<file path="config.mk">
export PLATFORM = sky130hd
export DESIGN_NAME = iq_boxcar_decimator
export DESIGN_NICKNAME = d
export VERILOG_FILES = /design/src/rtl/iq_boxcar_decimator.sv
export SDC_FILE = /design/constraint.sdc
export NUM_CORES = 1
export LEC_CHECK = 0
export BUFFER_PORTS_ARGS = -buffer_cell sky130_fd_sc_hd__buf_4
export CORE_MARGIN = 1
export CORE_UTILIZATION = 52
export CTS_CLUSTER_SIZE = 10
export DETAILED_ROUTE_END_ITERATION = 10
export PLACE_DENSITY = 0.71
export SYNTH_ARGS = -nofsm -noshare
export SYNTH_HDL_FRONTEND = slang
export SYNTH_SLANG_ARGS = --single-unit
</file>
<file path="constraint.sdc">
create_clock -name clk -period 3.08 [get_ports clk]
set_clock_uncertainty 0.2 [all_clocks]
set_input_delay 0.462 -clock clk [delete_from_list [all_inputs] [get_ports clk]]
set_output_delay 0.462 -clock clk [all_outputs]
set_load 0.005 [all_outputs]
</file>
<file path="src/rtl/iq_boxcar_decimator.sv">
// Integrate-and-dump I/Q decimator: averages interleaved real/imag samples over DEC pairs.
// Optional build macro DECIM_ROUND_EN selects round-half-up scaling instead of truncation.
module iq_boxcar_decimator #(
    parameter int DW       = 16,
    parameter int LOG2_DEC = 3
) (
    input  logic                 clk,
    input  logic                 rst_n,
    input  logic signed [DW-1:0] data_i,
    input  logic                 valid_i,
    output logic signed [DW-1:0] data_o,
    output logic                 valid_o,
    output logic                 imag_o
);
    localparam int ACC_BITS = DW + LOG2_DEC;

    typedef enum logic {IDLE, EMIT_Q} state_t;

    state_t                      state_q, state_d;
    logic                        chan_q, chan_d;
    logic [LOG2_DEC-1:0]         cnt_q, cnt_d;
    logic signed [ACC_BITS-1:0]  acc_i_q, acc_i_d;
    logic signed [ACC_BITS-1:0]  acc_q_q, acc_q_d;
    logic signed [ACC_BITS-1:0]  hold_q, hold_d;
    logic signed [DW-1:0]        data_q, data_d;
    logic                        valid_q, valid_d;
    logic                        imag_q, imag_d;

    logic signed [ACC_BITS-1:0]  sample_ext;
    logic                        dump;

    function automatic logic signed [DW-1:0] scale(input logic signed [ACC_BITS-1:0] x);
        logic signed [ACC_BITS-1:0] s;
`ifdef DECIM_ROUND_EN
        // Half-LSB bias at full accumulator width; headroom covers DEC/2 extra.
        logic signed [ACC_BITS-1:0] half;
        half = ACC_BITS'(1) << (LOG2_DEC - 1);
        s    = x + half;
`else
        s = x;
`endif
        s = s >>> LOG2_DEC;
        return s[DW-1:0];
    endfunction

    assign sample_ext = {{LOG2_DEC{data_i[DW-1]}}, data_i};
    assign dump       = valid_i && chan_q && (&cnt_q);

    // Datapath: channel toggle, accumulation, dump capture
    always_comb begin
        chan_d  = chan_q;
        cnt_d   = cnt_q;
        acc_i_d = acc_i_q;
        acc_q_d = acc_q_q;
        hold_d  = hold_q;
        if (valid_i) begin
            chan_d = ~chan_q;
            if (!chan_q) begin
                acc_i_d = acc_i_q + sample_ext;
            end else if (dump) begin
                hold_d  = acc_q_q + sample_ext;
                acc_i_d = '0;
                acc_q_d = '0;
                cnt_d   = '0;
            end else begin
                acc_q_d = acc_q_q + sample_ext;
                cnt_d   = cnt_q + 1'b1;
            end
        end
    end

    always_comb begin
        state_d = state_q;
        case (state_q)
            IDLE:    if (dump) state_d = EMIT_Q;
            EMIT_Q:  state_d = IDLE;
            default: state_d = IDLE;
        endcase
    end

    // Real result leaves on the dump edge, imag from hold_q one edge later
    always_comb begin
        data_d  = data_q;
        valid_d = 1'b0;
        imag_d  = imag_q;
        if (state_q == EMIT_Q) begin
            data_d  = scale(hold_q);
            valid_d = 1'b1;
            imag_d  = 1'b1;
        end else if (dump) begin
            data_d  = scale(acc_i_q);
            valid_d = 1'b1;
            imag_d  = 1'b0;
        end
    end

    always_ff @(posedge clk) begin
        if (!rst_n) begin
            state_q <= IDLE;
            chan_q  <= 1'b0;
            cnt_q   <= '0;
            acc_i_q <= '0;
            acc_q_q <= '0;
            hold_q  <= '0;
            data_q  <= '0;
            valid_q <= 1'b0;
            imag_q  <= 1'b0;
        end else begin
            state_q <= state_d;
            chan_q  <= chan_d;
            cnt_q   <= cnt_d;
            acc_i_q <= acc_i_d;
            acc_q_q <= acc_q_d;
            hold_q  <= hold_d;
            data_q  <= data_d;
            valid_q <= valid_d;
            imag_q  <= imag_d;
        end
    end

    assign data_o  = data_q;
    assign valid_o = valid_q;
    assign imag_o  = imag_q;
endmodule

</file>
* After elaboration in Yosys (flattened, before gate mapping) *
Index checks and enable logic that the tools add are counted.

operators by class
  $add $sub $neg = 3
  equal/unequal tests = 1
  muxes and demuxes = 11
  bitwise gates (word level) = 2
  reductions and logical operators = 7

operators by type and width
  cell                                                              number
  19-bit two-way mux                                                3
  19-bit by 16-bit adder with 19-bit output                         2
  16-bit two-way mux                                                2
  3-bit AND reduction                                               2
  1-bit two-way mux                                                 4
  2-bit AND reduction                                               2
  3-bit by 1-bit adder with 3-bit output (second input constant)    1
  3-bit two-way mux                                                 1
  1-bit logical AND                                                 2
  2-bit by 1-bit != test with 1-bit output (second input constant)  1
  1-bit NOT                                                         2
  1-bit one-hot mux with 2 select lines                             1
  2-bit nonzero test                                                1

storage, ports and cells
  register bits = 80
  input bits = 19
  output and inout port bits = 18
  word-level logic and storage cells = 33

* Depth between registers and ports, before layout *
  depth in word-level cells = 4
  mapped depth = 9
  mapped depth without buffers = 9

* Worst setup path after synthesis *
Ideal clock, no wire load.

  kind = input port to flip-flop
  start point = input data_i[0]
  end point = register acc_q_q[16]
  setup time = 0.124 ns
  arrival time = 2.382 ns
  required time = 2.756 ns
  slack = 0.374 ns
  cell stages on the path = 9
  buffers on the path = 0
  cell sequence = ha_1 -> fa_1 -> a211oi_2 -> o21ai_2 -> a41o_1 -> a41o_1 -> a211oi_2 -> xor2_1 -> o21ai_1

between the ends
  word-level cells in the longest chain between the ends = 2

RTL lines
  item                                       line  text
  start, declared                            9     input logic signed [DW-1:0] data_i,
  19-bit by 16-bit adder with 19-bit output  66    acc_q_d = acc_q_q + sample_ext;
  19-bit two-way mux                         60    end else if (dump) begin
  end signal, assigned                       113   acc_q_q <= acc_q_d;
  end, declared                              23    logic signed [ACC_BITS-1:0] acc_q_q, acc_q_d;

No other way between the ends.
A chain may end at the register's enable or synchronous reset.

* Worst setup path after layout *
  start point = register acc_q_q[0]
  end point = register acc_q_q[16]

between the ends
  word-level cells in the longest chain between the ends = 2

RTL lines
  item                                       line
  19-bit by 16-bit adder with 19-bit output  66
  19-bit two-way mux                         60

No other way between the ends.

==> flow_summary.ini <==
[run_status]
status = completed

[yosys]
syn_inst = 554
syn-num-nets = 613
synth_mux_area_share_pct = 1.12
async_reset_ff_share_pct = 0
ys_types = 55
synth_edf_count = 0
syn_area_um2 = 4570
syn_avg_cell_area_um2 = 8.25
synth_compound_area_share_pct = 26.3
synth-simple-area-share_pct = 18.4
synthXorXnorAreaFrac_pct = 6.13
synth-main-ff-cell = dfxtp_1
ys.warnings.count = 0
ys_ff_latch = 77
ys_seq_area_share_pct = 33.7
yosys.area_share.adder_pct = 11.3
synth_top_family_by_area = compound AO/OA/AOI/OAI gates

[clock_tree]
clk_path_buf_depth = 2
tritoncts = done
clockRootBuffer = clkbuf_8
cts_buffers = 9
cts_hold_buf = 0
postCtsSetupBuffers = 0
cts.clk_slew.worst_paths_ns = 0.10
cts-resized-gates = 0
clkSinkCount = 77
clkLatencyLatePin_ns = 0.36
htree_levels = 3

[placed_design]
gp_congestion = 0.943
numPortBuffers = 36
dp_hpwl_um = 8120
placed_area_um2 = 4900

[cells_and_area]
fin_area_um2 = 5080
drive_above_1_share_pct = 11.3
syn_to_final_growth_pct = 11.2
n_antenna_cell = 0
fin_nets = 638

[routing]
routed_wl_um = 11000
viasPerCell = 5.88
num_vias = 4053
first_pass_iters = 4
drc = 0
initialDrtViolationCount = 220
ant_nets = 0
avgRoutedWirePerCell_um = 15.9

[global_route]
grt-ovfl-total = 0
track_usage_pct = 25.4
grt_pass1_wl_um = 17700
grt_max_degree = 55
grt_pass1_vias = 3783
antenna_found_initial = 0

[sta]
fin_crit_sh_pct = 90.7
min_period_ns = 2.79
max-slew-margin-rel_pct = 25.0
setup_viol = 0
timing.fmax_ghz = 0.358
setup_tns_ns = 0
worst_pin_slew_ns = 1.12
finalMaxSlewViolations = 0
rsz0062_at_grt = false
hold_viol = 0

[floorplanning]
num_io_pins = 37
die_w_um = 95.7
core_um2 = 8340
dieArea_um2 = 9170
start_util_pct = 54.8
fp.dieH_um = 95.7
std_cell_rows = 33

[setup_path]
cp.required_ns = 3.11
crit_arrival_ns = 2.82
critPathSlowestCell = fa_1
slowest_delay_ns = 0.45
worst_setup_path_start_kind = flop
worstSetupEndpointType = flop
crit_type = reg2reg
crit_buf_inv = 0
crit_chain = ha_1 -> fa_1 -> a211oi_2 -> o21ai_2 -> a41o_1 -> a41o_1 -> a211oi_2 -> xor2_1 -> o21ai_1
crit_fanout = 4
crit_family = compound AO/OA/AOI/OAI gates

[power_and_ir_drop]
p_per_area_nw_per_um2 = 462
p_leak_nw = 2.17
total_power_w = 0.00235
ir_drop_mv = 0.380

[flow_run]
maxCapViolCount = 0

[worst_hold_path]
hp-class = in2reg
[power breakdown]
group          switching (W)  leakage, nW  total, W  internal, W
clock               0.000410       0.0866  0.000711     0.000301
sequential         0.0000510        0.625   0.00109      0.00104
combinational       0.000309         1.46  0.000543     0.000234
[area by class of cell]
cell class              count  area (µm²)
clock inverters             7        55.1
multi-input cells         441        2890
fillers                   772        3260
clock buffers               9         124
well taps                 105         131
flip-flops and latches     77        1540
inverters                  10        37.5
repair buffers             40         300
[worst min-delay path, delay by kind of cell]
| kind | cells | cell delay [ns] |
|---|---|---|
| AO/OA/AOI/OAI | 1 | 0.15 |
| buffers and inverters | 1 | 0.11 |
| AND/OR/NAND/NOR | 1 | 0.04 |
[sequential cells by signal, summed over array words and instances (netlist names)]
name / cells
valid_o: 1
imag_o: 1
chan_q: 1
state_q: 1
cnt_q: 3
data_o: 16
hold_q: 16
acc_q_q: 19
acc_i_q: 19
[per-stage QoR]
stage | worst slack [ns] | hold slack (ns) | utilization [%] | cells
floorplan | 0.374 | 0.229 | - | 554
global placement | 0.120 | 0.239 | 58.8 | 673
detailed placement | 0.0203 | 0.246 | 58.8 | 673
CTS | 0.287 | 0.228 | 60.9 | 689
global route | 0.166 | 0.237 | 60.9 | 689
finish | 0.287 | 0.233 | 60.9 | 689
[cells by family after synthesis]
kind of cell	count (synthesis)
compound gates	186
simple gates	178
flops	77
fa+ha+maj	40
buf+inv	36
xor+xnor	32
mux	5
[synth_stat cells (2+ instances only)]
cell | instances | share of area, %
a211oi_1 | 2 | 0.33
ha_1 | 38 | 10
a21boi_1 | 7 | 1.2
o21a_1 | 5 | 0.82
o211a_1 | 2 | 0.44
fa_1 | 2 | 0.88
a31oi_1 | 6 | 0.82
o32ai_1 | 2 | 0.38
dfxtp_1 | 77 | 34
a21o_1 | 18 | 3.0
xnor2_1 | 15 | 2.9
o21bai_1 | 4 | 0.66
nor2_1 | 21 | 1.7
a41o_1 | 2 | 0.44
clkbuf_1 | 23 | 1.9
nand2_1 | 84 | 6.9
o211ai_1 | 4 | 0.66
nand4_1 | 7 | 0.96
nor3b_1 | 3 | 0.49
o21ai_1 | 28 | 3.1
a211oi_2 | 2 | 0.55
xor2_1 | 17 | 3.3
nor2b_1 | 30 | 4.1
nand3_1 | 11 | 1.2
a22oi_1 | 8 | 1.3
and3_1 | 3 | 0.41
and2_1 | 8 | 1.1
a22o_1 | 10 | 1.9
o21ai_0 | 8 | 0.88
inv_1 | 9 | 0.74
nor3_1 | 6 | 0.66
a21oi_1 | 65 | 7.1
buf_2 | 2 | 0.22
mux2i_1 | 4 | 0.88
[metal layers]
metal,wire length [µm],up-vias,part of all wire (%),track usage [%]
met3,478,20,4.4,5.29
met4,327,0,3.0,11.3
met1,4710,1901,43,29.7
li1,-,2033,-,-
met2,5470,99,50,44.8
met5,0,-,0,0
[path summary, 6_finish.rpt]
kind / start / end / slack (ns) / depth (start not counted)
hold / removal: valid_i / chan_q / 0.23 / 3
setup reg to reg: acc_q_q[0] / acc_q_q[16] / 0.29 / 9
hold reg to reg: hold_q[12] / hold_q[12] / 0.26 / 2
setup / recovery: acc_q_q[0] / acc_q_q[16] / 0.29 / 9
[layout by cell type, fill, tap and decap left out, types with 4 or more instances in the layout]
master,n
ha_1,38
nand4_1,7
nor2b_1,30
dfxtp_1,77
a21oi_1,65
xnor2_1,15
a31oi_1,6
a21o_1,18
buf_4,40
nand3_1,11
mux2i_1,4
inv_1,9
nor2_1,21
nor3_1,6
xor2_1,17
o211ai_1,4
nand2_1,84
o21a_1,5
o21ai_1,28
clkbuf_8,9
and2_1,8
a22o_1,10
a21boi_1,7
a22oi_1,8
o21bai_1,4
o21ai_0,8
No activity file was read; power rests on OpenSTA's default activity.
